File: src/rtl/ca_row_serializer_if.sv
// Row bus and serial-link signals between the CA core, ca_row_serializer
// and the external 74HC595-style LED shift-register chain.
// master: CA core side. slave: serializer side.
interface ca_row_serializer_if #(
  parameter int N    = 7,
  parameter int ROWS = 8
);
  localparam int AW = (ROWS > 1) ? $clog2(ROWS) : 1;

  logic          load;
  logic [N:0]    row;
  logic          ack;
  logic          busy;
  logic [AW-1:0] row_addr;
  logic          sclk;
  logic          sdata;
  logic          latch;

  modport master (
    output load, row,
    input  ack, busy, row_addr, sclk, sdata, latch
  );

  modport slave (
    input  load, row,
    output ack, busy, row_addr, sclk, sdata, latch
  );
endinterface

File: src/rtl/ca_row_serializer.sv
// ca_row_serializer: captures an (N+1)-cell generation from the CA core and
// shifts it out on an sclk/sdata/latch link, then acks the core and advances
// the display row address. Every output is registered.
// Optional build macro: CA_SER_LSB_FIRST_EN -- shift row[0] first instead of row[N].
module ca_row_serializer #(
  parameter int N       = 7,
  parameter int CLK_DIV = 2,
  parameter int ROWS    = 8
) (
  input logic               clk,
  input logic               reset,
  ca_row_serializer_if.slave bus
);
  localparam int AW = (ROWS > 1) ? $clog2(ROWS) : 1;
  localparam int CW = (N > 0) ? $clog2(N + 1) : 1;
  localparam logic [7:0]    DIV_LAST = 8'(CLK_DIV - 1);
  localparam logic [CW-1:0] BIT_LAST = CW'(N);
  localparam logic [AW-1:0] ADDR_LAST = AW'(ROWS - 1);

  typedef enum logic [2:0] {
    S_IDLE,
    S_SHIFT,
    S_LATCH,
    S_ACK,
    S_WAIT_LOW
  } state_t;

  state_t        r_state, w_state_nx;
  logic [N:0]    r_shreg, w_shreg_nx;
  logic [CW-1:0] r_bitcnt, w_bitcnt_nx;
  logic [7:0]    r_div, w_div_nx;
  logic          r_sclk, w_sclk_nx;
  logic          r_sdata, w_sdata_nx;
  logic          r_latch, w_latch_nx;
  logic          r_ack, w_ack_nx;
  logic          r_busy, w_busy_nx;
  logic [AW-1:0] r_row_addr, w_row_addr_nx;

  // Bit-order selection: first bit out of a fresh row, and the shifted
  // register whose leading bit is the next one to present.
  logic          w_first_bit;
  logic [N:0]    w_shifted;
  logic          w_next_bit;
`ifdef CA_SER_LSB_FIRST_EN
  assign w_first_bit = bus.row[0];
  assign w_shifted   = {1'b0, r_shreg[N:1]};
  assign w_next_bit  = w_shifted[0];
`else
  assign w_first_bit = bus.row[N];
  assign w_shifted   = {r_shreg[N-1:0], 1'b0};
  assign w_next_bit  = w_shifted[N];
`endif

  // State and output registers with synchronous reset.
  always_ff @(posedge clk) begin
    if (reset) begin
      r_state    <= S_IDLE;
      r_shreg    <= '0;
      r_bitcnt   <= '0;
      r_div      <= '0;
      r_sclk     <= 1'b0;
      r_sdata    <= 1'b0;
      r_latch    <= 1'b0;
      r_ack      <= 1'b0;
      r_busy     <= 1'b0;
      r_row_addr <= '0;
    end else begin
      r_state    <= w_state_nx;
      r_shreg    <= w_shreg_nx;
      r_bitcnt   <= w_bitcnt_nx;
      r_div      <= w_div_nx;
      r_sclk     <= w_sclk_nx;
      r_sdata    <= w_sdata_nx;
      r_latch    <= w_latch_nx;
      r_ack      <= w_ack_nx;
      r_busy     <= w_busy_nx;
      r_row_addr <= w_row_addr_nx;
    end
  end

  // Next-state and next-output logic; sclk phase is r_sclk itself and
  // r_div counts clk cycles within the current phase.
  always_comb begin
    w_state_nx    = r_state;
    w_shreg_nx    = r_shreg;
    w_bitcnt_nx   = r_bitcnt;
    w_div_nx      = r_div;
    w_sclk_nx     = r_sclk;
    w_sdata_nx    = r_sdata;
    w_latch_nx    = 1'b0;
    w_ack_nx      = 1'b0;
    w_row_addr_nx = r_row_addr;

    unique case (r_state)
      S_IDLE: begin
        w_sdata_nx = 1'b0;
        if (bus.load) begin
          w_shreg_nx  = bus.row;
          w_bitcnt_nx = '0;
          w_div_nx    = '0;
          w_sclk_nx   = 1'b0;
          w_sdata_nx  = w_first_bit;
          w_state_nx  = S_SHIFT;
        end
      end
      S_SHIFT: begin
        if (r_div == DIV_LAST) begin
          w_div_nx = '0;
          if (!r_sclk) begin
            w_sclk_nx = 1'b1;
          end else begin
            w_sclk_nx = 1'b0;
            if (r_bitcnt == BIT_LAST) begin
              w_latch_nx = 1'b1;
              w_state_nx = S_LATCH;
            end else begin
              w_shreg_nx  = w_shifted;
              w_sdata_nx  = w_next_bit;
              w_bitcnt_nx = r_bitcnt + 1'b1;
            end
          end
        end else begin
          w_div_nx = r_div + 8'd1;
        end
      end
      S_LATCH: begin
        if (r_div == DIV_LAST) begin
          w_div_nx      = '0;
          w_ack_nx      = 1'b1;
          w_row_addr_nx = (r_row_addr == ADDR_LAST) ? '0 : r_row_addr + 1'b1;
          w_state_nx    = S_ACK;
        end else begin
          w_div_nx   = r_div + 8'd1;
          w_latch_nx = 1'b1;
        end
      end
      S_ACK: begin
        w_state_nx = S_WAIT_LOW;
      end
      S_WAIT_LOW: begin
        if (!bus.load) begin
          w_sdata_nx = 1'b0;
          w_state_nx = S_IDLE;
        end
      end
      default: begin
        w_state_nx = S_IDLE;
      end
    endcase

    w_busy_nx = (w_state_nx != S_IDLE);
  end

  assign bus.ack      = r_ack;
  assign bus.busy     = r_busy;
  assign bus.row_addr = r_row_addr;
  assign bus.sclk     = r_sclk;
  assign bus.sdata    = r_sdata;
  assign bus.latch    = r_latch;
endmodule

File: src/flat_wrapper.sv
// flat-port wrapper written by rule: the top's interface ports become plain ports
module ca_row_serializer_flat 
#(
  parameter int N       = 7,
  parameter int CLK_DIV = 2,
  parameter int ROWS    = 8
)
  (clk, reset, bus_load, bus_row, bus_ack, bus_busy, bus_row_addr, bus_sclk, bus_sdata, bus_latch);
  ca_row_serializer_if #(.N(N), .ROWS(ROWS)) bus_i ();
  input logic clk;
  input logic reset;
  input wire logic [$bits(bus_i.load)-1:0] bus_load;
  input wire logic [$bits(bus_i.row)-1:0] bus_row;
  output wire logic [$bits(bus_i.ack)-1:0] bus_ack;
  output wire logic [$bits(bus_i.busy)-1:0] bus_busy;
  output wire logic [$bits(bus_i.row_addr)-1:0] bus_row_addr;
  output wire logic [$bits(bus_i.sclk)-1:0] bus_sclk;
  output wire logic [$bits(bus_i.sdata)-1:0] bus_sdata;
  output wire logic [$bits(bus_i.latch)-1:0] bus_latch;
  assign bus_i.load = bus_load;
  assign bus_i.row = bus_row;
  assign bus_ack = bus_i.ack;
  assign bus_busy = bus_i.busy;
  assign bus_row_addr = bus_i.row_addr;
  assign bus_sclk = bus_i.sclk;
  assign bus_sdata = bus_i.sdata;
  assign bus_latch = bus_i.latch;
  ca_row_serializer #(.N(N), .CLK_DIV(CLK_DIV), .ROWS(ROWS)) u_core (.clk(clk), .reset(reset), .bus(bus_i));
endmodule
File: config.mk
export PLATFORM = sky130hd
export DESIGN_NAME = ca_row_serializer_flat
export DESIGN_NICKNAME = d
export VERILOG_FILES = /design/src/rtl/ca_row_serializer_if.sv /design/src/rtl/ca_row_serializer.sv /design/src/flat_wrapper.sv
export SDC_FILE = /design/constraint.sdc
export NUM_CORES = 1
export LEC_CHECK = 0
export ABC_AREA = 1
export BUFFER_PORTS_ARGS = -buffer_cell sky130_fd_sc_hd__buf_2
export CAP_MARGIN = 20
export CORE_AREA = 2 2 65 55
export CTS_CLUSTER_SIZE = 40
export DETAILED_ROUTE_END_ITERATION = 8
export DIE_AREA = 0 0 67 57
export PLACE_DENSITY = 0.72
export SYNTH_ARGS = -nofsm -noshare
export SYNTH_HDL_FRONTEND = slang
export SYNTH_SLANG_ARGS = --single-unit
export TNS_END_PERCENT = 30
File: constraint.sdc
create_clock -name clk -period 1.3 [get_ports clk]
set_input_delay 0.195 -clock clk [delete_from_list [all_inputs] [get_ports clk]]
set_output_delay 0.195 -clock clk [all_outputs]
set_load 0.1 [all_outputs]
==> Word-level counts from Yosys, hierarchy flattened <==
Cells that the tools add are included.
{ "classes": {"n_addsub": 3, "n_eq_ne": 12, "muxes": 37, "bitwise_logic": 1, "n_reduce_logical": 12} }
{ "ops": {"columns": ["op", "count"], "rows": [
  ["2-to-1 mux 3 bit", 11],
  ["2-to-1 mux 7 bit", 4],
  ["2-to-1 mux 8 bit", 2],
  ["case mux 8 bit (2 select lines)", 1],
  ["case mux 3 bit (5 select lines)", 1],
  ["case mux 7 bit (2 select lines)", 1],
  ["2-to-1 mux 1 bit", 13],
  ["AND reduction 5 bit", 2],
  ["equality test 3 bit, second input constant", 3],
  ["adder 8 x 1 -> 8 bit, second input constant", 1],
  ["equality test 8 x 1 -> 1 bit, second input constant", 1],
  ["adder 3 x 1 -> 3 bit, second input constant", 2],
  ["equality test 3 x 2 -> 1 bit, second input constant", 2],
  ["!= test 2 bit, second input constant", 3],
  ["case mux 3 bit (2 select lines)", 1],
  ["nonzero test 3 bit", 2],
  ["!= test 2 x 1 -> 1 bit, second input constant", 2],
  ["case mux 1 bit (2 select lines)", 2],
  ["AND reduction 2 bit", 2],
  ["nonzero test 2 bit", 2],
  ["OR reduction 2 bit", 2],
  ["equality test 3 x 1 -> 1 bit, second input constant", 1],
  ["zero test 3 bit", 1],
  ["case mux 1 bit (3 select lines)", 1],
  ["other kinds (2)", 2]
]} }
{ "totals": {"ff_bits": 29, "inputBits": 11, "output_inout_bits": 8, "wordCells": 75} }

==> Longest topological paths before layout <==
Gate-level depths: netlist of run 1.
{ "depth": {"ltp_word": 6, "mapped_depth": 11, "mapped_depth_nobuf": 10} }

==> Least setup slack after synthesis of run 1 <==
No wires, ideal clock.
{ "synth_path": {"path_type": "register to register", "from": "reg u_core.r_sclk (netlist: u_core.bus.sclk)", "to": "reg u_core.r_shreg[1]", "setup_ns": 0.113, "arrival_ns": 1.639, "required_time_ns": 1.187, "path_slack_ns": -0.452, "path_stages_with_launch": 7, "path_buffers": 1, "period_less_slack_ns": 1.752, "cell_sequence": "dfxtp_1 inv_1 nand2_2 nand4_4 buf_6 nor2_1 nor2_1"} }
{ "synth_between": {"elab_chain_cells": 2} }
{ "synth_rtl": {"columns": ["item", "line", "rtl"], "rows": [
  ["start, declared", "ca_row_serializer.sv:32", "logic r_sclk, w_sclk_nx;"],
  ["start signal, assigned", "ca_row_serializer.sv:72", "r_sclk <= w_sclk_nx;"],
  ["!= test 2 x 1 -> 1 bit (no line)", null, null],
  ["AND reduction 5 bit (no line)", null, null],
  ["end signal, assigned", "ca_row_serializer.sv:69", "r_shreg <= w_shreg_nx;"],
  ["end, declared", "ca_row_serializer.sv:29", "logic [N:0] r_shreg, w_shreg_nx;"]
]} }
No other way between the ends.
A chain may end at the register's enable or synchronous reset.

==> Worst setup path after layout of run 1 <==
{ "layout_path": {"from": "reg u_core.r_state[0]", "to": "reg u_core.r_shreg[0]"} }
{ "layout_between": {"elab_chain_cells": 3, "word_cells_on_any_way": 9, "cone_classes": "5 x eq/ne; 1 x mux; 3 x reduce/logical"} }
{ "layout_rtl": {"columns": ["item", "line", "rtl"], "rows": [
  ["start, declared", "ca_row_serializer.sv:28", "state_t r_state, w_state_nx;"],
  ["start signal, assigned", "ca_row_serializer.sv:68", "r_state <= w_state_nx;"],
  ["equality test 3 x 1 -> 1 bit or zero test 3 bit (tied branches)", "ca_row_serializer.sv:94", "unique case (r_state)"],
  ["!= test 2 x 1 -> 1 bit (no line) (tied with other cells)", null, null],
  ["AND reduction 5 bit (no line)", null, null]
]} }
Parallel ways exist; a longest one is shown, timed or not.

==> results.sh, run 1 <==
export IMPL_outcome="finished, violations left"
export IMPL_failed_checks="setup timing"
export IMPL_clock_sinks=29
export IMPL_fill_cells=284
export IMPL_ys_ff_latch=29
export IMPL_seq_area_sq_um=604
export IMPL_clock_root_buffer="clkbuf_8"
export IMPL_drc=0
export IMPL_die_h_um=57
export IMPL_cap_violations=0
export IMPL_wl_um=3900
export IMPL_core_area_sq_um=3230
export IMPL_wl_met1_um=1710
export IMPL_layout_setup_ws_ns=-0.0649
export IMPL_max_freq_mhz=733
export IMPL_final_hold_viol_count=0
export IMPL_grt_pass1_wl_um=6180
export IMPL_clk_pin_slew_worst_paths_ns=0.06
export IMPL_whs_path_depth=5
export IMPL_fin_crit_sh_pct=105
export IMPL_fin_skew_ns=0.00497
export IMPL_drive_above_1_share_pct=38.7
export IMPL_min_to="u_core.r_shreg[6]$_SDFFE_PP0P_"
export IMPL_ant_nets=0
export IMPL_rows=19
export IMPL_multi_input_area_sq_um=978
export IMPL_place_ws_ns=-0.143
export IMPL_powerDensity_nw_per_um2=1100
export IMPL_routed_top_layer="met4"
export IMPL_vias=1561
export IMPL_start_util_pct=47.8
export IMPL_fin_crit_ns=1.36
export IMPL_rsz0062_at_grt="yes"
export IMPL_nets=300
export IMPL_r2r_start="u_core.r_state[0]$_SDFF_PP0_"
export IMPL_r2r_cells=7
export IMPL_grt_overflow_total=0
export IMPL_end_kind="register"
export IMPL_worstSetupStartpointType="register"
export IMPL_setup_viol=14
export IMPL_synth_cells=228
export IMPL_vdd_drop_max_v=0.000968
export IMPL_hold_path_class="in2reg"
export IMPL_tightest_slew_ns=0.486
export IMPL_portBuffers=18
export IMPL_crit_fanout=5
export IMPL_drv_slew=0
export IMPL_dr_wl_met3_um=120
export IMPL_wire_per_inst_um=12.0
export IMPL_synth_area_sq_um=1540
export IMPL_cts_tree="yes"
export IMPL_cts_buffers=5
export IMPL_cp_arrival_ns=1.55
export IMPL_final_area_sq_um=2220
export IMPL_wl_met2_um=1970
export IMPL_htreeDepth=2
export IMPL_dp_hpwl_um=2290
export IMPL_clock_latency_ns=0.29
export IMPL_placed_cell_area_sq_um=1880
export IMPL_reg2reg_to="u_core.r_shreg[0]$_SDFFE_PP0P_"
export IMPL_p_leak_uw=0.00108
export IMPL_yosysSeqAreaShare_pct=37.6
export IMPL_hold_buffers=0
export IMPL_vias_per_cell=4.79
export IMPL_ios=19
export IMPL_final_common_cell="nand2_1"
export IMPL_ys_warn_count=0
export IMPL_slew_headroom_pct=67.8
export IMPL_mostFrequentLayoutCells="nand2_1 (51), nor2_1 (37), buf_4 (28)"
export IMPL_path_class="reg2reg"
export IMPL_clockBufferDepth=2
export IMPL_syn_to_final_growth_pct=43.7
export IMPL_rrSetupSlack_ns=-0.06
export IMPL_antenna_found_initial=0
export IMPL_grt_pass1_vias=1449
export IMPL_grt_use_total_pct=21.9
export IMPL_dp_cells=312
export IMPL_syn_num_nets=245
export IMPL_avgSynthCellArea_sq_um=6.77
export IMPL_cp_required_ns=1.48
export IMPL_crit_start="u_core.r_state[0]$_SDFF_PP0_"
export IMPL_antenna_cells=0
export IMPL_ys_types=28
export IMPL_drt_pre_antenna_iters=4
export IMPL_die_x_um=67
export IMPL_drt_initial_drc_count=78
export IMPL_holdCritStartpoint="bus_row[6]"
export IMPL_grt_max_degree=13
export IMPL_instances_no_fill=326
export IMPL_dieArea_sq_um=3820
export IMPL_gp_congestion=0.844
==> worst max path at each step <==
stage	slack, ns	depth (start not counted)	to
final	-0.06	7	u_core.r_shreg[0]$_SDFFE_PP0P_
after global routing	-0.15	7	u_core.r_shreg[0]$_SDFFE_PP0P_
after CTS	-0.04	10	u_core.bus.row_addr[1]$_SDFFE_PP0P_
after detailed placement	-0.14	9	u_core.r_shreg[5]$_SDFFE_PP0P_
after global placement	-0.11	9	u_core.r_shreg[1]$_SDFFE_PP0P_
after floorplan	-0.05	10	u_core.r_shreg[1]$_SDFFE_PP0P_
==> sequential cells by signal, summed over array words and instances, names as in the netlist <==
name,cells
u_core.bus.sdata,1
u_core.bus.latch,1
u_core.bus.sclk,1
u_core.bus.busy,1
u_core.bus.ack,1
u_core.r_state,3
u_core.r_bitcnt,3
u_core.bus.row_addr,3
u_core.r_div,8
u_core.r_shreg,7
==> cell families (layout without fill, tap and decap cells) <==
group | count (synthesis) | count (layout) | synth area share (%)
buffers and inverters | 41 | 94 | 11.3
AND/OR/NAND/NOR | 122 | 125 | 35.5
AO/OA/AOI/OAI | 29 | 29 | 10.2
XOR/XNOR | 1 | 1 | 0.567
flip-flops | 29 | 29 | 37.6
adder cells (fa/ha/maj) | 6 | 6 | 4.86
==> critical path, cell delays in order (launching register included) <==
cell,delay (ns)
dfxtp_2,0.35
nor2_2,0.13
nand3_1,0.16
nand2_2,0.23
buf_4,0.17
nand4_1,0.10
nand2_1,0.08
nor2_1,0.04
==> synth_stat cells (all sizes together) <==
cell	number	area share [%]
nor3	1	0.32
a31o	1	0.57
o21ai	16	5.2
dfxtp	29	38
xor2	1	0.57
nand3b	2	0.97
inv	36	8.9
ha	6	4.9
nand3	6	2.3
nand4	5	3.0
buf	4	2.1
a21oi	11	3.8
o211a	1	0.65
or2	1	0.41
nor2	46	12
nand2	61	16
clkbuf	1	0.24
==> layer usage <==
metal	GRT usage, %	up-vias
met4	12.0	0
met2	34.5	30
met5	0	-
met3	5.52	10
li1	-	833
met1	27.4	688
==> timing repair <==
action,4_1_cts,5_1_grt
pin swaps,7,10
cloned,2,1
endpoints found under the setup margin,27,27
setup buffers,3,0
gates resized for setup,36,22
==> final cells by class <==
class / instances / share of cell area (%)
multi-input cells: 161 / 44.1
flip-flops and latches: 29 / 27.2
repair buffers: 50 / 15.6
inverters: 36 / 6.66
clock buffers: 8 / 4.06
well taps: 42 / 2.37
==> metrics by stage <==
stage          hold slack, ns  total power (uW)  TNS (ns)  utilization [%]
3_5_place_dp            0.504              1540     -2.31             58.2
5_1_grt                 0.266              2550     -2.13             68.6
6_report                0.243              2430    -0.412             68.6
3_3_place_gp            0.499              1540     -1.72             58.2
4_1_cts                 0.236              2400    -0.525             65.9
2_1_floorplan           0.399              1410    -0.430                -
==> power by group <==
part	internal [uW]	switching (uW)
Sequential	955	32.6
Clock	431	338
Combinational	246	432
Note: power is estimated with default switching activity, not from simulation.
==> inputs of run 2 (changes only) <==
--- a/config.mk
+++ b/config.mk
@@ -5,14 +5,13 @@
 export SDC_FILE = /design/constraint.sdc
 export NUM_CORES = 1
 export LEC_CHECK = 0
-export ABC_AREA = 1
 export BUFFER_PORTS_ARGS = -buffer_cell sky130_fd_sc_hd__buf_2
 export CAP_MARGIN = 20
-export CORE_AREA = 2 2 65 55
+export CORE_AREA = 2 2 64 54
 export CTS_CLUSTER_SIZE = 40
 export DETAILED_ROUTE_END_ITERATION = 8
-export DIE_AREA = 0 0 67 57
-export PLACE_DENSITY = 0.72
+export DIE_AREA = 0 0 66 56
+export PLACE_DENSITY = 0.69
 export SYNTH_ARGS = -nofsm -noshare
 export SYNTH_HDL_FRONTEND = slang
 export SYNTH_SLANG_ARGS = --single-unit
==> run 2 against run 1 <==
  * The run still ends with setup timing left
  * First-iteration DRC count shrank 21%
  * Sequential share of layout area shrank 1.1 points
  * Die area shrank 3.2%
  * Register-to-register slack lost 0.31 ns
  * Wire length grew 16%
  * Clock skew grew 0.0035 ns
  * Sequential cell count is the same
==> results.sh, run 2 <==
export IMPL_rows=18
export IMPL_fin_skew_ns=0.00845
export IMPL_clock_latency_ns=0.29
export IMPL_grt_pass1_wl_um=6930
export IMPL_outcome="finished, violations left"
export IMPL_start_util_pct=50.1
export IMPL_async_flop_share_pct=0
export IMPL_end_kind="register"
export IMPL_layout_setup_ws_ns=-0.375
export IMPL_mostFrequentLayoutCells="buf_4 (40), dfxtp_1 (18), buf_2 (16)"
export IMPL_ys_ff_latch=29
export IMPL_synth_top_cell_area_share_pct=38.4
export IMPL_use_met2_pct=43.7
export IMPL_dp_cells=255
export IMPL_vias=1576
export IMPL_p_leak_uw=0.000950
export IMPL_drive_above_1_share_pct=51.3
export IMPL_grt_pass1_vias=1551
export IMPL_yosysSeqAreaShare_pct=38.4
export IMPL_clk_pin_slew_worst_paths_ns=0.06
export IMPL_hold_buffers=0
export IMPL_synth_top_cells_by_area="dfxtp_1 (38%), ha_1 (5.0%), nor3_1 (4.3%)"
export IMPL_htreeDepth=2
export IMPL_final_common_cell="buf_4"
export IMPL_portBuffers=18
export IMPL_gp_congestion=0.873
export IMPL_max_freq_mhz=597
export IMPL_drt_initial_drc_count=62
export IMPL_wire_per_inst_um=16.8
export IMPL_grt_max_degree=19
export IMPL_cts_tree="yes"
export IMPL_finalPower_uw=2120
export IMPL_setup_viol=28
export IMPL_antenna_found_initial=0
export IMPL_synth_cells=167
export IMPL_grt_overflow_total=0
export IMPL_dp_hpwl_um=2930
export IMPL_vias_per_cell=5.84
export IMPL_grt_use_met3_pct=4.45
export IMPL_cp_arrival_ns=1.88
export IMPL_path_class="reg2reg"
export IMPL_synth_top_flop_cell="dfxtp_1"
export IMPL_antenna_cells=0
export IMPL_dieArea_sq_um=3700
export IMPL_tightest_slew_ns=0.487
export IMPL_clock_sinks=29
export IMPL_cp_required_ns=1.51
export IMPL_cap_violations=0
export IMPL_wl_um=4520
export IMPL_final_util_pct=75.7
export IMPL_grt_use_total_pct=24.8
export IMPL_core_area_sq_um=3020
export IMPL_synth_area_sq_um=1510
export IMPL_final_hold_viol_count=0
export IMPL_ys_top_cells_by_count="dfxtp_1 (29), nor2_1 (16), nor3_1 (13)"
export IMPL_die_h_um=56
export IMPL_clock_root_buffer="clkbuf_8"
export IMPL_synth_edf_count=0
export IMPL_crit_fanout=5
export IMPL_ys_warn_count=0
export IMPL_clockBufferDepth=2
export IMPL_cts_buffers=5
export IMPL_die_x_um=66
export IMPL_nets=246
export IMPL_grtUsageMet1_pct=29.0
export IMPL_drc=0
export IMPL_largest_register_ffs=8
export IMPL_rsz0062_at_grt="yes"
export IMPL_fin_crit_ns=1.68
export IMPL_syn_num_nets=184
export IMPL_syn_to_final_growth_pct=51.0
export IMPL_ios=19
export IMPL_yosysMostFrequentCell="dfxtp_1"
export IMPL_drv_slew=0
export IMPL_top_usage_layer="met2"
export IMPL_avgSynthCellArea_sq_um=9.06
export IMPL_drt_pre_antenna_iters=4
export IMPL_regMostFlops="u_core.r_div"
export IMPL_ys_types=47
export IMPL_failed_checks="setup timing"
export IMPL_fin_crit_sh_pct=129
export IMPL_hold_path_class="in2reg"
export IMPL_instances_no_fill=270
export IMPL_ant_nets=0
export IMPL_powerDensity_nw_per_um2=929
export IMPL_worstSetupStartpointType="register"
export IMPL_yosys_area_top_type="dfxtp_1"
export IMPL_vdd_drop_max_v=0.000822
export IMPL_slew_headroom_pct=67.8
export IMPL_top_regs="u_core.r_div: 8 flops, u_core.r_shreg: 7 flops"
[run 2: changes by cell type in the layout (fill, tap and decap cells not counted), sizes merged, moves of 4 or more]
cell	delta
xor2	+5
inv	-34
nand3	+6
o21ai	-13
a221oi	+7
nor2b	+6
nand4	-4
nor2	-30
nand2	-54
buf	+14
nor3	+12
[run 2: critical path, stage by stage (launching register included)]
cell and delay, ns:
dfxtp_2 0.36, ha_4 0.13, nor4b_4 0.29, buf_4 0.20
and4b_2 0.25, buf_6 0.14, nor3_1 0.05, nor3_1 0.18
[run 2: path summary, 6_finish.rpt]
kind	start	to	slack, ns	cells after the start
setup / recovery	u_core.r_div[0]$_SDFFE_PP0P_	u_core.r_shreg[2]$_SDFFE_PP0P_	-0.38	7
hold / removal	bus_row[0]	u_core.r_shreg[0]$_SDFFE_PP0P_	0.16	3
setup reg to reg	u_core.r_div[0]$_SDFFE_PP0P_	u_core.r_shreg[2]$_SDFFE_PP0P_	-0.38	7
hold reg to reg	u_core.bus.row_addr[0]$_SDFFE_PP0P_	u_core.bus.row_addr[0]$_SDFFE_PP0P_	0.50	2
[run 2: kinds of logic (layout without fill, tap and decap cells)]
| logic type | Yosys count | count (layout) | share of synthesized area (%) |
|---|---|---|---|
| muxes | 3 | 3 | 2.07 |
| DFF | 29 | 29 | 38.4 |
| adders and majority gates | 6 | 6 | 4.96 |
| AOI/OAI and AO/OA | 33 | 33 | 15.4 |
| buffers and inverters | 12 | 75 | 4.05 |
| xor gates and xnor gates | 6 | 6 | 3.47 |
| and+or+nand+nor | 78 | 78 | 31.7 |
[run 2: per-layer routing]
layer,vias to the layer above,wire (um)
li1,750,-
met1,762,1860
met2,55,2320
met3,9,248
met4,0,94
met5,-,0
[run 2: power breakdown]
group	internal [uW]	switching [uW]	total, uW	leakage (uW)
Combinational	190	217	408	0.000663
Sequential	922	23.8	945	0.000241
Clock	431	338	769	0.0000455
[run 2: metrics by stage]
| step | worst slack [ns] | setup TNS [ns] | cell area (sq um) | hold WS, ns |
|---|---|---|---|---|
| CTS | -0.302 | -5.87 | 2230 | 0.147 |
| detailed placement | -0.383 | -6.56 | 1990 | 0.454 |
| finish | -0.375 | -7.01 | 2280 | 0.165 |
| floorplan | -0.306 | -5.52 | 1590 | 0.331 |
| global placement | -0.271 | -4.89 | 1990 | 0.445 |
| global route | -0.455 | -8.84 | 2280 | 0.183 |
[run 2: what timing repair did]
action | CTS | global route
buffers inserted | 5 | 1
gates resized for setup | 29 | 12
pin swaps | 16 | 10
endpoints found under the hold margin | 0 | 0
gates cloned | 1 | 0
endpoints found under the setup margin | 28 | 29
[run 2: final cells by class]
| cell class | instances | area (sq um) |
|---|---|---|
| multi-input combinational | 126 | 1040 |
| fill | 188 | 734 |
| sequential | 29 | 597 |
| timing repair buffer | 65 | 495 |
| clock buffer | 8 | 90.1 |
| tap | 40 | 50.0 |
| inverter | 2 | 7.51 |
==> inputs of run 3 (changes only) <==
--- a/config.mk
+++ b/config.mk
@@ -12,6 +12,7 @@
 export DETAILED_ROUTE_END_ITERATION = 8
 export DIE_AREA = 0 0 66 56
 export PLACE_DENSITY = 0.69
+export SKIP_LAST_GASP = 1
 export SYNTH_ARGS = -nofsm -noshare
 export SYNTH_HDL_FRONTEND = slang
 export SYNTH_SLANG_ARGS = --single-unit
==> run 3 against run 2 <==
  * The run still ends with setup timing left
  * Utilization is 1.9 points lower
  * Wire length fell by 2.1%
  * Critical path depth is the same
  * Cell area fell by 2.5%
  * Critical endpoint unchanged
==> results.sh, run 3 (synthesis results as in run 2) <==
export IMPL_hold_path_class="in2reg"
export IMPL_clock_sinks=29
export IMPL_cp_slowest_cell="a221oi_2"
export IMPL_regMostFlops="u_core.r_div"
export IMPL_hold_buffers=0
export IMPL_slew_headroom_pct=67.7
export IMPL_max_freq_mhz=570
export IMPL_path_class="reg2reg"
export IMPL_p_int_uw=1530
export IMPL_dieArea_sq_um=3700
export IMPL_crit_fanout=7
export IMPL_core_area_sq_um=3020
export IMPL_cts_buffers=5
export IMPL_drt_initial_drc_count=62
export IMPL_grt_pass1_wl_um=6780
export IMPL_final_hold_viol_count=0
export IMPL_htreeDepth=2
export IMPL_power_switching_uw=576
export IMPL_final_common_cell="buf_4"
export IMPL_portBuffers=18
export IMPL_wl_um=4430
export IMPL_max_stage_delay_ns=0.37
export IMPL_cts_tree="yes"
export IMPL_p_seq_share_pct=44.8
export IMPL_p_leak_uw=0.000945
export IMPL_antenna_found_initial=0
export IMPL_wire_per_inst_um=16.5
export IMPL_vias=1546
export IMPL_end_kind="register"
export IMPL_place_ws_ns=-0.383
export IMPL_path_cells="inv_2 > ha_4 > nor4b_4 > buf_4 > nand4b_4 > a221oi_2 > nor3_2"
export IMPL_drive_above_1_share_pct=47.6
export IMPL_tightest_slew_ns=0.487
export IMPL_worstSetupStartpointType="register"
export IMPL_outcome="finished, violations left"
export IMPL_mostFrequentLayoutCells="buf_4 (42), dfxtp_1 (22), buf_2 (17)"
export IMPL_vias_per_cell=5.75
export IMPL_clkPwrFrac_pct=36.3
export IMPL_ios=19
export IMPL_top_regs="u_core.r_div: 8 flops, u_core.r_shreg: 7 flops"
export IMPL_fin_crit_sh_pct=135
export IMPL_setup_viol=28
export IMPL_cp_arrival_ns=1.92
export IMPL_drc=0
export IMPL_clock_root_buffer="clkbuf_8"
export IMPL_powerDensity_nw_per_um2=948
export IMPL_ant_nets=0
export IMPL_clk_pin_slew_worst_paths_ns=0.07
export IMPL_syn_to_final_growth_pct=47.2
export IMPL_vdd_drop_max_v=0.000823
export IMPL_sw_frac_of_total_pct=27.3
export IMPL_die_x_um=66
export IMPL_clockBufferDepth=2
export IMPL_cap_violations=0
export IMPL_grt_pass1_vias=1537
export IMPL_clock_latency_ns=0.29
export IMPL_drv_slew=0
export IMPL_die_h_um=56
export IMPL_multi_input_area_sq_um=1010
export IMPL_fill_cells=206
export IMPL_failed_checks="setup timing"
export IMPL_layout_setup_ws_ns=-0.455
export IMPL_power_frac_comb_pct=18.9
export IMPL_grt_overflow_total=0
export IMPL_largest_register_ffs=8
export IMPL_nets=245
export IMPL_grt_use_total_pct=24.3
export IMPL_rsz0062_at_grt="yes"
export IMPL_start_util_pct=50.1
export IMPL_grt_max_degree=19
export IMPL_rows=18
export IMPL_seq_area_sq_um=592
export IMPL_antenna_cells=0
export IMPL_cp_required_ns=1.47
export IMPL_drt_pre_antenna_iters=4
export IMPL_fin_crit_ns=1.75
export IMPL_finalPower_uw=2110
export IMPL_gp_congestion=0.873
export IMPL_dp_hpwl_um=2930
export IMPL_fin_skew_ns=0.00963
-- run 3: area by class of cell --
type,instances,area share (%)
multi-input cells,126,45.5
flip-flops and latches,29,26.6
clock buffers,8,4.04
inverters,2,0.337
well taps,40,2.25
repair buffers,64,21.3
-- run 3: worst max-delay path: cells and delay by family, from the launching register on --
kind                       cells  cell delay (ns)
buffers and inverters          2             0.25
adders and majority gates      1             0.12
and+or+nand+nor                3             0.57
AOI/OAI and AO/OA              1             0.37
DFF                            1             0.32
-- run 3: path summary, 6_finish.rpt --
path	startpoint	end	slack, ns	depth (start not counted)
setup / recovery	u_core.r_div[1]$_SDFFE_PP0P_	u_core.r_shreg[2]$_SDFFE_PP0P_	-0.45	7
setup reg to reg	u_core.r_div[1]$_SDFFE_PP0P_	u_core.r_shreg[2]$_SDFFE_PP0P_	-0.45	7
hold reg to reg	u_core.bus.row_addr[0]$_SDFFE_PP0P_	u_core.bus.row_addr[0]$_SDFFE_PP0P_	0.49	2
hold / removal	bus_row[0]	u_core.r_shreg[0]$_SDFFE_PP0P_	0.14	3
-- run 3: per-layer routing --
metal / routed length, um / up-vias / part of all wire (%) / track usage [%]
li1: - / 744 / - / -
met3: 251 / 9 / 5.7 / 5.06
met4: 104 / 0 / 2.3 / 9.62
met2: 2200 / 49 / 50 / 43.3
met1: 1870 / 744 / 42 / 28.0
met5: 0 / - / 0 / 0
-- run 3: power groups by stage --
stage	combinational, uW	clock [uW]	sequential [uW]
floorplan	171	0	1000
global placement	327	0	960
detailed placement	340	0	961
CTS	379	779	943
global route	424	819	947
finish	398	767	945
-- run 3: stage by stage --
step | utilization [%] | instances | instance area, sq um | TNS [ns] | hold slack, ns
floorplan | - | 167 | 1590 | -5.52 | 0.331
global placement | 65.8 | 255 | 1990 | -4.89 | 0.445
detailed placement | 65.8 | 255 | 1990 | -6.56 | 0.454
CTS | 72.8 | 269 | 2200 | -6.24 | 0.142
global route | 73.8 | 269 | 2230 | -9.62 | 0.158
finish | 73.8 | 269 | 2230 | -7.50 | 0.143
-- run 3: repair_timing --
action,CTS,global route
cloned,1,0
setup endpoints to repair,28,29
buffers inserted,5,0
resized for setup,20,7
pin swaps,7,8
